===== src/rtl/pipe_hazard_pkg.sv =====
// Package: pipe_hazard_pkg
// Shared types and helpers for the pipeline hazard controller.
//   sb_entry_t  - one scoreboard slot describing an in-flight writer
//   FWD_RF      - forwarding select value meaning "read the register file"
//   fwd_encode  - priority encoder turning a per-stage match vector into a
//                 forwarding select (youngest stage wins)
// Configuration macro consumed by users of this package: PIPE_FORWARDING_EN.
package pipe_hazard_pkg;

    // Upper bounds used to size the shared struct and helper function.
    // Narrower register indices are zero-extended into the dest field, so
    // equality compares stay exact on the real index bits.
    localparam int MAX_REG_ADDR_W = 8;
    localparam int MAX_TRACK      = 8;

    localparam int FWD_RF = 0;

    typedef struct packed {
        logic                      valid;
        logic [MAX_REG_ADDR_W-1:0] dest;
        logic                      wb_en;
        logic                      is_load;
    } sb_entry_t;

    // Lowest set bit k returns k+1; no bit set returns FWD_RF.
    function automatic logic [7:0] fwd_encode(input logic [MAX_TRACK-1:0] match);
        logic [7:0] sel;
        sel = 8'(FWD_RF);
        for (int k = MAX_TRACK - 1; k >= 0; k--) begin
            if (match[k]) sel = 8'(k + 1);
        end
        return sel;
    endfunction

endpackage


===== src/rtl/pipe_hazard_ctrl_scoreboard.sv =====
// Module: hazard_scoreboard
// Shift register of in-flight writers, one slot per pipeline stage after ID
// (entry 0 = EXE, entry 1 = MEM, ...).
// Ports:
//   clk, rst        - clock, synchronous active-high reset (clears every slot)
//   hold            - freeze all slots (back end stalled)
//   insert_invalid  - shift, but load an empty slot instead of new_entry
//   new_entry       - descriptor of the instruction leaving ID
//   entries         - current slot contents, entries[0] is the youngest
module hazard_scoreboard
    import pipe_hazard_pkg::*;
#(
    parameter int N_TRACK = 2
) (
    input  logic                    clk,
    input  logic                    rst,
    input  logic                    hold,
    input  logic                    insert_invalid,
    input  sb_entry_t               new_entry,
    output sb_entry_t [N_TRACK-1:0] entries
);

    always_ff @(posedge clk) begin
        if (rst) begin
            entries <= '0;
        end else if (!hold) begin
            entries[0] <= insert_invalid ? sb_entry_t'('0) : new_entry;
            for (int k = 1; k < N_TRACK; k++) begin
                entries[k] <= entries[k-1];
            end
        end
    end

endmodule


===== src/rtl/pipe_hazard_ctrl.sv =====
// Module: pipe_hazard_ctrl
// Central pipeline control beside the ID stage. Compares the ID sources
// against the in-flight writer scoreboard and merges data-memory wait,
// taken-branch flush and RAW hazard stalls into one set of controls.
// Ports:
//   clk, rst                    - clock, synchronous active-high reset
//   id_valid, id_src1, id_src2, - ID instruction descriptor; id_valid
//   id_two_src, id_dest,          qualifies all other id_* fields (there is
//   id_wb_en, id_mem_rd           no other handshake: stall_if_id is the
//                                 only back-pressure towards ID)
//   exe_br_taken                - branch resolved taken in EXE
//   mem_busy                    - data memory not ready this cycle
//   stall_if_id, bubble_id_exe, - pipeline register controls
//   flush_if_id, stall_back
//   fwd_sel1, fwd_sel2          - operand source (0 = register file,
//                                 k+1 = scoreboard entry k)
//   stall_cycles                - saturating hazard stall counter
// Configuration: define PIPE_FORWARDING_EN to enable forwarding; hazards
// then reduce to load-use on entry 0. Without it any in-flight match stalls.
// All outputs are combinational on current state and inputs, forced to 0
// while rst is high.
module pipe_hazard_ctrl
    import pipe_hazard_pkg::*;
#(
    parameter  int REG_ADDR_W = 4,
    parameter  int N_TRACK    = 2,
    parameter  int CNT_W      = 16,
    localparam int FSW        = $clog2(N_TRACK + 1)
) (
    input  logic                  clk,
    input  logic                  rst,
    input  logic                  id_valid,
    input  logic [REG_ADDR_W-1:0] id_src1,
    input  logic [REG_ADDR_W-1:0] id_src2,
    input  logic                  id_two_src,
    input  logic [REG_ADDR_W-1:0] id_dest,
    input  logic                  id_wb_en,
    input  logic                  id_mem_rd,
    input  logic                  exe_br_taken,
    input  logic                  mem_busy,
    output logic                  stall_if_id,
    output logic                  bubble_id_exe,
    output logic                  flush_if_id,
    output logic                  stall_back,
    output logic [FSW-1:0]        fwd_sel1,
    output logic [FSW-1:0]        fwd_sel2,
    output logic [CNT_W-1:0]      stall_cycles
);

    sb_entry_t [N_TRACK-1:0]   entries;
    sb_entry_t                 new_entry;
    logic [MAX_REG_ADDR_W-1:0] src1_x;
    logic [MAX_REG_ADDR_W-1:0] src2_x;
    logic [N_TRACK-1:0]        m1;
    logic [N_TRACK-1:0]        m2;
    logic [N_TRACK-1:0]        load_vec;
    logic                      hazard;
    logic                      hold;
    logic                      ins_inv;
    logic                      cnt_inc;
    logic                      stall_c;
    logic                      bubble_c;
    logic                      flush_c;
    logic                      back_c;
    logic [FSW-1:0]            fwd1_c;
    logic [FSW-1:0]            fwd2_c;
    logic [CNT_W-1:0]          cnt_q;
    logic                      sb_unused;

    assign src1_x = MAX_REG_ADDR_W'(id_src1);
    assign src2_x = MAX_REG_ADDR_W'(id_src2);

    assign new_entry.valid   = id_valid;
    assign new_entry.dest    = MAX_REG_ADDR_W'(id_dest);
    assign new_entry.wb_en   = id_wb_en;
    assign new_entry.is_load = id_mem_rd;

    hazard_scoreboard #(
        .N_TRACK (N_TRACK)
    ) u_sb (
        .clk            (clk),
        .rst            (rst),
        .hold           (hold),
        .insert_invalid (ins_inv),
        .new_entry      (new_entry),
        .entries        (entries)
    );

    // Per-stage source matches; m1 | m2 is hit(k).
    always_comb begin
        m1       = '0;
        m2       = '0;
        load_vec = '0;
        for (int k = 0; k < N_TRACK; k++) begin
            m1[k] = id_valid & entries[k].valid & entries[k].wb_en &
                    (entries[k].dest == src1_x);
            m2[k] = id_valid & entries[k].valid & entries[k].wb_en &
                    id_two_src & (entries[k].dest == src2_x);
            load_vec[k] = entries[k].is_load;
        end
    end

    // Older load flags are informational only; keep them referenced.
    assign sb_unused = ^load_vec;

`ifdef PIPE_FORWARDING_EN
    // Only a load sitting in EXE cannot be forwarded in time.
    assign hazard = (m1[0] | m2[0]) & load_vec[0];
    assign fwd1_c = FSW'(fwd_encode(MAX_TRACK'(m1)));
    assign fwd2_c = FSW'(fwd_encode(MAX_TRACK'(m2)));
`else
    assign hazard = |(m1 | m2);
    assign fwd1_c = FSW'(FWD_RF);
    assign fwd2_c = FSW'(FWD_RF);
`endif

    // Priority: mem_busy > exe_br_taken > hazard > normal issue.
    // While memory is busy EXE is frozen and will re-present its branch,
    // so the branch is ignored and the scoreboard holds.
    always_comb begin
        stall_c  = 1'b0;
        bubble_c = 1'b0;
        flush_c  = 1'b0;
        back_c   = 1'b0;
        hold     = 1'b0;
        ins_inv  = 1'b0;
        cnt_inc  = 1'b0;
        if (mem_busy) begin
            stall_c = 1'b1;
            back_c  = 1'b1;
            hold    = 1'b1;
        end else if (exe_br_taken) begin
            flush_c  = 1'b1;
            bubble_c = 1'b1;
            ins_inv  = 1'b1;
        end else if (hazard) begin
            stall_c  = 1'b1;
            bubble_c = 1'b1;
            ins_inv  = 1'b1;
            cnt_inc  = 1'b1;
        end
    end

    always_ff @(posedge clk) begin
        if (rst) begin
            cnt_q <= '0;
        end else if (cnt_inc && (cnt_q != {CNT_W{1'b1}})) begin
            cnt_q <= cnt_q + CNT_W'(1);
        end
    end

    assign stall_if_id   = ~rst & stall_c;
    assign bubble_id_exe = ~rst & bubble_c;
    assign flush_if_id   = ~rst & flush_c;
    assign stall_back    = ~rst & back_c;
    assign fwd_sel1      = rst ? '0 : fwd1_c;
    assign fwd_sel2      = rst ? '0 : fwd2_c;
    assign stall_cycles  = rst ? '0 : cnt_q;

endmodule


===== config.mk =====
export PLATFORM = sky130hd
export DESIGN_NAME = pipe_hazard_ctrl
export DESIGN_NICKNAME = d
export VERILOG_FILES = /design/src/rtl/pipe_hazard_pkg.sv /design/src/rtl/pipe_hazard_ctrl_scoreboard.sv /design/src/rtl/pipe_hazard_ctrl.sv
export SDC_FILE = /design/constraint.sdc
export NUM_CORES = 1
export LEC_CHECK = 0
export ABC_AREA = 1
export CAP_MARGIN = 20
export CORE_MARGIN = 5
export CORE_UTILIZATION = 44
export CTS_CLUSTER_DIAMETER = 40
export DETAILED_ROUTE_END_ITERATION = 10
export GPL_ROUTABILITY_DRIVEN = 0
export GPL_TIMING_DRIVEN = 0
export PLACE_DENSITY = 0.69
export SLEW_MARGIN = 10
export SYNTH_ARGS = -nofsm -noshare
export SYNTH_HDL_FRONTEND = slang
export SYNTH_SLANG_ARGS = --single-unit

===== constraint.sdc =====
create_clock -name clk -period 4.95 [get_ports clk]
set_input_delay 1.485 -clock clk [delete_from_list [all_inputs] [get_ports clk]]
set_output_delay 1.485 -clock clk [all_outputs]
set_load 0.1 [all_outputs]

# Yosys cells after proc, flatten, opt, wreduce, memory -nomap -nowiden
# Index checks and enable logic that the tools add are counted.
# totals
regBits	36
latchBits	0
mem_bits_rw	0
rom_bits	0
input_bits	20
out_inout_bits	24
word_cells	42
n_memories	0
# op_classes
n_addsub	1
mul	0
div_mod_pow	0
order_cmp	0
eq_ne	5
shifts	0
muxes	11
n_bitwise	16
n_reduce_logical	2
# ops
operator	count
$eq 8x4->1	4
$add 16x1->16 const B	1
$mux 16	1
$ne 16x16->1 const B	1
$and 1x1->1	14
$mux 11	1
$mux 1	9
$or 2x2->2	1
$reduce_or 2->1	1
$logic_and 1x1->1	1
$not 1->1	1

# Logic depth before layout (Yosys ltp)
# depth
depth_word	10
ltp_mapped	13
mapped_depth_nobuf	12

# Cells and area by module
# A second synthesis with hierarchy kept.
# unflattened
cells_unflattened	366
area_unflattened_um2	2278.4
# modules_own_cells
mod	n_inst	cells_per_inst	area_each_um2	seq_area_each_um2
pipe_hazard_ctrl	1	270	1498.9	320.3
hazard_scoreboard	1	96	779.5	440.4

# Worst setup path before layout
# Ideal clock, no wire load.
# synth_path
path_kind	input-to-output
start	in rst
end	out stall_if_id
arrival_time_ns	4.594
setup_slack_ns	-1.129
stages	4
cell_sequence	clkbuf_1 -> nor2_1 -> clkinv_1 -> o31ai_1
# synth_via
elab_chain_len	2
# synth_rtl
element	line	source
start: declaration	pipe_hazard_ctrl.sv:31	input logic rst,
$not 1->1	pipe_hazard_ctrl.sv:152	assign stall_if_id = ~rst & stall_c;
$and 1x1->1	pipe_hazard_ctrl.sv:152	
end: declaration	pipe_hazard_ctrl.sv:41	output logic stall_if_id,
# Every way passes these cells.

# Worst setup path in the final report
# layout_path
start	in id_src2[3]
end	out bubble_id_exe
# layout_via
elab_chain_len	8
elab_cells_between_ends	10
classes_between	eq/ne: 2; mux: 3; bitwise: 4; reduce/logical: 1
# layout_rtl
element	line	source
start: declaration	pipe_hazard_ctrl.sv:34	input logic [REG_ADDR_W-1:0] id_src2,
$eq 8x4->1	pipe_hazard_ctrl.sv:98	id_two_src & (entries[k].dest == src2_x);
$and 1x1->1	pipe_hazard_ctrl.sv:98	
$or 2x2->2 *	pipe_hazard_ctrl.sv:112	assign hazard = |(m1 | m2);
$reduce_or 2->1 *	pipe_hazard_ctrl.sv:112	
$mux 1 *	pipe_hazard_ctrl.sv:136	end else if (hazard) begin
$mux 1 *	pipe_hazard_ctrl.sv:132	end else if (exe_br_taken) begin
$mux 1 *	pipe_hazard_ctrl.sv:128	if (mem_busy) begin
$and 1x1->1 *	pipe_hazard_ctrl.sv:153	assign bubble_id_exe = ~rst & bubble_c;
end: declaration	pipe_hazard_ctrl.sv:42	output logic bubble_id_exe,
# Every way passes the cells marked *; elsewhere a longest branch is shown, timed or not.

==> results.sh <==
export IMPL_dp_hpwl_um=4090
export IMPL_antenna_found_initial=0
export IMPL_cts_setup_buffers=0
export IMPL_syn_area_per_cell_um2=5.908
export IMPL_n_antenna_cell=0
export IMPL_routedWlPerCell_um=11.84
export IMPL_ys_warn_count=0
export IMPL_place_ws_ns=-0.5244
export IMPL_cpMaxStageDelayCell="clkdlybuf4s50_1"
export IMPL_synth_seq_area_share_pct=26.96
export IMPL_gr_usage_all_layers_pct=17.62
export IMPL_setup_viol=0
export IMPL_worstSetupEndpointType="output pin"
export IMPL_cts_htree_levels=1
export IMPL_finalCriticalPeriod_ns=4.770
export IMPL_min_period_over_period_pct=96.36
export IMPL_synthSimpleGateAreaFrac_pct=51.38
export IMPL_grt_overflow=0
export IMPL_final_util_pct=55.89
export IMPL_path_clk_slew_ns=0.10
export IMPL_crit_chain="clkdlybuf4s50_1, inv_1, nand2_1, nand2_1, nor2_1, nand3_1, nand2_1, inv_1, nand2_2, nand2_1, a21oi_2, buf_2"
export IMPL_drtAntennaViolNets=0
export IMPL_post_route_worst_setup_slack_ns=0.1802
export IMPL_finClkSkew_ns=0.005898
export IMPL_layout_drive_gt1_share_pct=12.37
export IMPL_cap_violations=0
export IMPL_num_rows=25
export IMPL_required_ns=3.46
export IMPL_grt_pass1_wl_um=8838
export IMPL_reg2reg_to="cnt_q[7]$_SDFFE_PP0P_"
export IMPL_cts_num_sinks=28
export IMPL_max_freq_mhz=209.7
export IMPL_ys_types=32
export IMPL_cp_common_cell="nand2_1"
export IMPL_die_y_um=78.75
export IMPL_ios=44
export IMPL_crit_path_max_fanout=4
export IMPL_synth_top_family_by_area="simple AND/OR/NAND/NOR gates"
export IMPL_drtIter0Drc=67
export IMPL_syn_area_mm2=0.002079
export IMPL_clock_latency_ns=0.29
export IMPL_first_pass_iters=4
export IMPL_routed_via_density=4.907
export IMPL_yosys_area_share_adder_pct=0.6017
export IMPL_syn2layout_area_growth_pct=25.27
export IMPL_path_class="in2out"
export IMPL_async_reset_ff_share_pct=0
export IMPL_min_from="u_sb.entries[12]$_SDFFE_PP0N_"
export IMPL_startpoint_type="input port"
export IMPL_cpPeakStageDelay_ns=0.54
export IMPL_vias=2208
export IMPL_start_util_pct=44.62
export IMPL_core_mm2=0.004661
export IMPL_synth_xor_area_share_pct=1.685
export IMPL_rsz0062_at_grt="no"
export IMPL_grt_start_max_net_pins=16
export IMPL_clk_path_buf_depth=2
export IMPL_netlist_instances=352
export IMPL_status="finished, final reports clean"
export IMPL_peakVddDrop_uv=110.2
export IMPL_cts_buffers=3
export IMPL_grt_pass1_vias=1971
export IMPL_power_density_mw_per_mm2=181.4
export IMPL_max_slew_margin_pct=34.89
export IMPL_drcViolationCount=0
export IMPL_drv_slew=0
export IMPL_synth_edf_count=0
export IMPL_tritoncts="built"
export IMPL_numPortBuffers=37
export IMPL_synth_mux_area_share_pct=0
export IMPL_ys_ff_latch=28
export IMPL_final_hold_viol_count=0
export IMPL_ys_flop_type="dfxtp_1"
export IMPL_drt_total_wl_um=5330
export IMPL_rr_startpoint="cnt_q[0]$_SDFFE_PP0P_"
export IMPL_synth_compound_area_share_pct=4.212
export IMPL_die_w_um=78.75
export IMPL_tightest_slew_ns=0.9751
export IMPL_die_area_mm2=0.006201
export IMPL_hold_depth=2
export IMPL_final_nets=418
export IMPL_hp_class="reg2reg"
export IMPL_root_buffer="clkbuf_8"
export IMPL_leakage_nw=1.459
export IMPL_rr_worst_depth=10
export IMPL_arrival_ns=3.28
export IMPL_rrSetupSlack_ns=3.12
export IMPL_hold_path_end="u_sb.entries[12]$_SDFFE_PP0N_"
[state kept, by name, indices dropped and copies added (netlist names)]
name / cells
u_sb.entries: 12
cnt_q: 16
[power by group]
part / internal, mW / total [mW] / switching, mW
clock network: 0.0715 / 0.149 / 0.0772
registers: 0.229 / 0.233 / 0.00339
logic: 0.0288 / 0.0913 / 0.0625
[logic make-up after synthesis]
family,count (synthesis)
XOR/XNOR,4
other,1
AO/OA/AOI/OAI,14
AND/OR/NAND/NOR,230
buffers and inverters,74
adder cells (fa/ha/maj),1
flip-flops,28
[what timing repair did]
action                                  CTS  global route
endpoints found under the setup margin   10            12
hold buffers                              0             0
gates resized for setup                  14            14
[routing by layer]
layer	share of wire, %	global-route usage [%]	vias to the layer above
met5	0	0	-
met4	1.4	6.469	0
met3	4.3	2.721	7
met2	48	30.48	47
met1	46	22.02	986
li1	-	-	1168
[cell usage in the layout, fill, tap and decap left out, types with 6 or more instances in the layout]
cell type / Yosys / final
nand2_1: 102 / 102
nor2_1: 64 / 63
inv_1: 53 / 53
dfxtp_1: 28 / 28
nand4_1: 21 / 21
clkdlybuf4s50_1: 0 / 17
nand3_1: 14 / 14
nor2_2: 11 / 11
dlymetal6s2s_1: 0 / 10
o22ai_1: 9 / 9
dlygate4sd2_1: 0 / 8
inv_2: 6 / 6
[synth_stat cells, types with 4 or more instances]
cell | count | area, um^2
nand2_1 | 102 | 382.9
buf_4 | 4 | 30.03
dfxtp_1 | 28 | 560.5
inv_1 | 53 | 198.9
nor2_1 | 64 | 240.2
o22ai_1 | 9 | 56.30
inv_2 | 6 | 22.52
xor2_1 | 4 | 35.03
nand3_2 | 5 | 50.05
nand4_1 | 21 | 131.4
nor2_2 | 11 | 68.82
nand3_1 | 14 | 70.07
[area by class of cell]
type                            instances  area, um^2
Fill cell                             502        2056
Buffer                                 13       82.58
Multi-Input combinational cell        253        1235
Timing Repair Buffer                   37       375.4
Sequential cell                        28       560.5
Tap cell                               54       67.56
Inverter                               61       229.0
Clock buffer                            4       55.05
[worst max-delay path: cells and delay by family]
family | cells | cell delay (ns)
AOI/OAI and AO/OA | 1 | 0.12
buffers and inverters | 4 | 1.09
and+or+nand+nor | 7 | 0.59
[how the worst max path moves through the flow]
stage / cells after the start / start / end / slack [ns]
after floorplan: 6 / id_valid / stall_if_id / 0.21
after global placement: 12 / id_src2[3] / bubble_id_exe / -0.53
after detailed placement: 12 / id_src2[3] / bubble_id_exe / -0.52
after CTS: 12 / id_src2[3] / bubble_id_exe / 0.05
after global routing: 10 / id_valid / bubble_id_exe / 0.07
final: 12 / id_src2[3] / bubble_id_exe / 0.18
[per-stage QoR]
step / setup TNS (ns) / hold WS [ns] / instances / total power, mW / cell area [um^2]
after CTS: 0 / 0.4752 / 450 / 0.4745 / 2592
after detailed placement: -1.225 / 0.4499 / 446 / 0.3301 / 2545
final: 0 / 0.4753 / 450 / 0.4727 / 2605
after global routing: 0 / 0.5052 / 450 / 0.4916 / 2605
after floorplan: 0 / 0.4279 / 355 / 0.3003 / 2107
after global placement: -1.177 / 0.4482 / 446 / 0.3297 / 2545
No activity file was read; power rests on OpenSTA's default activity.
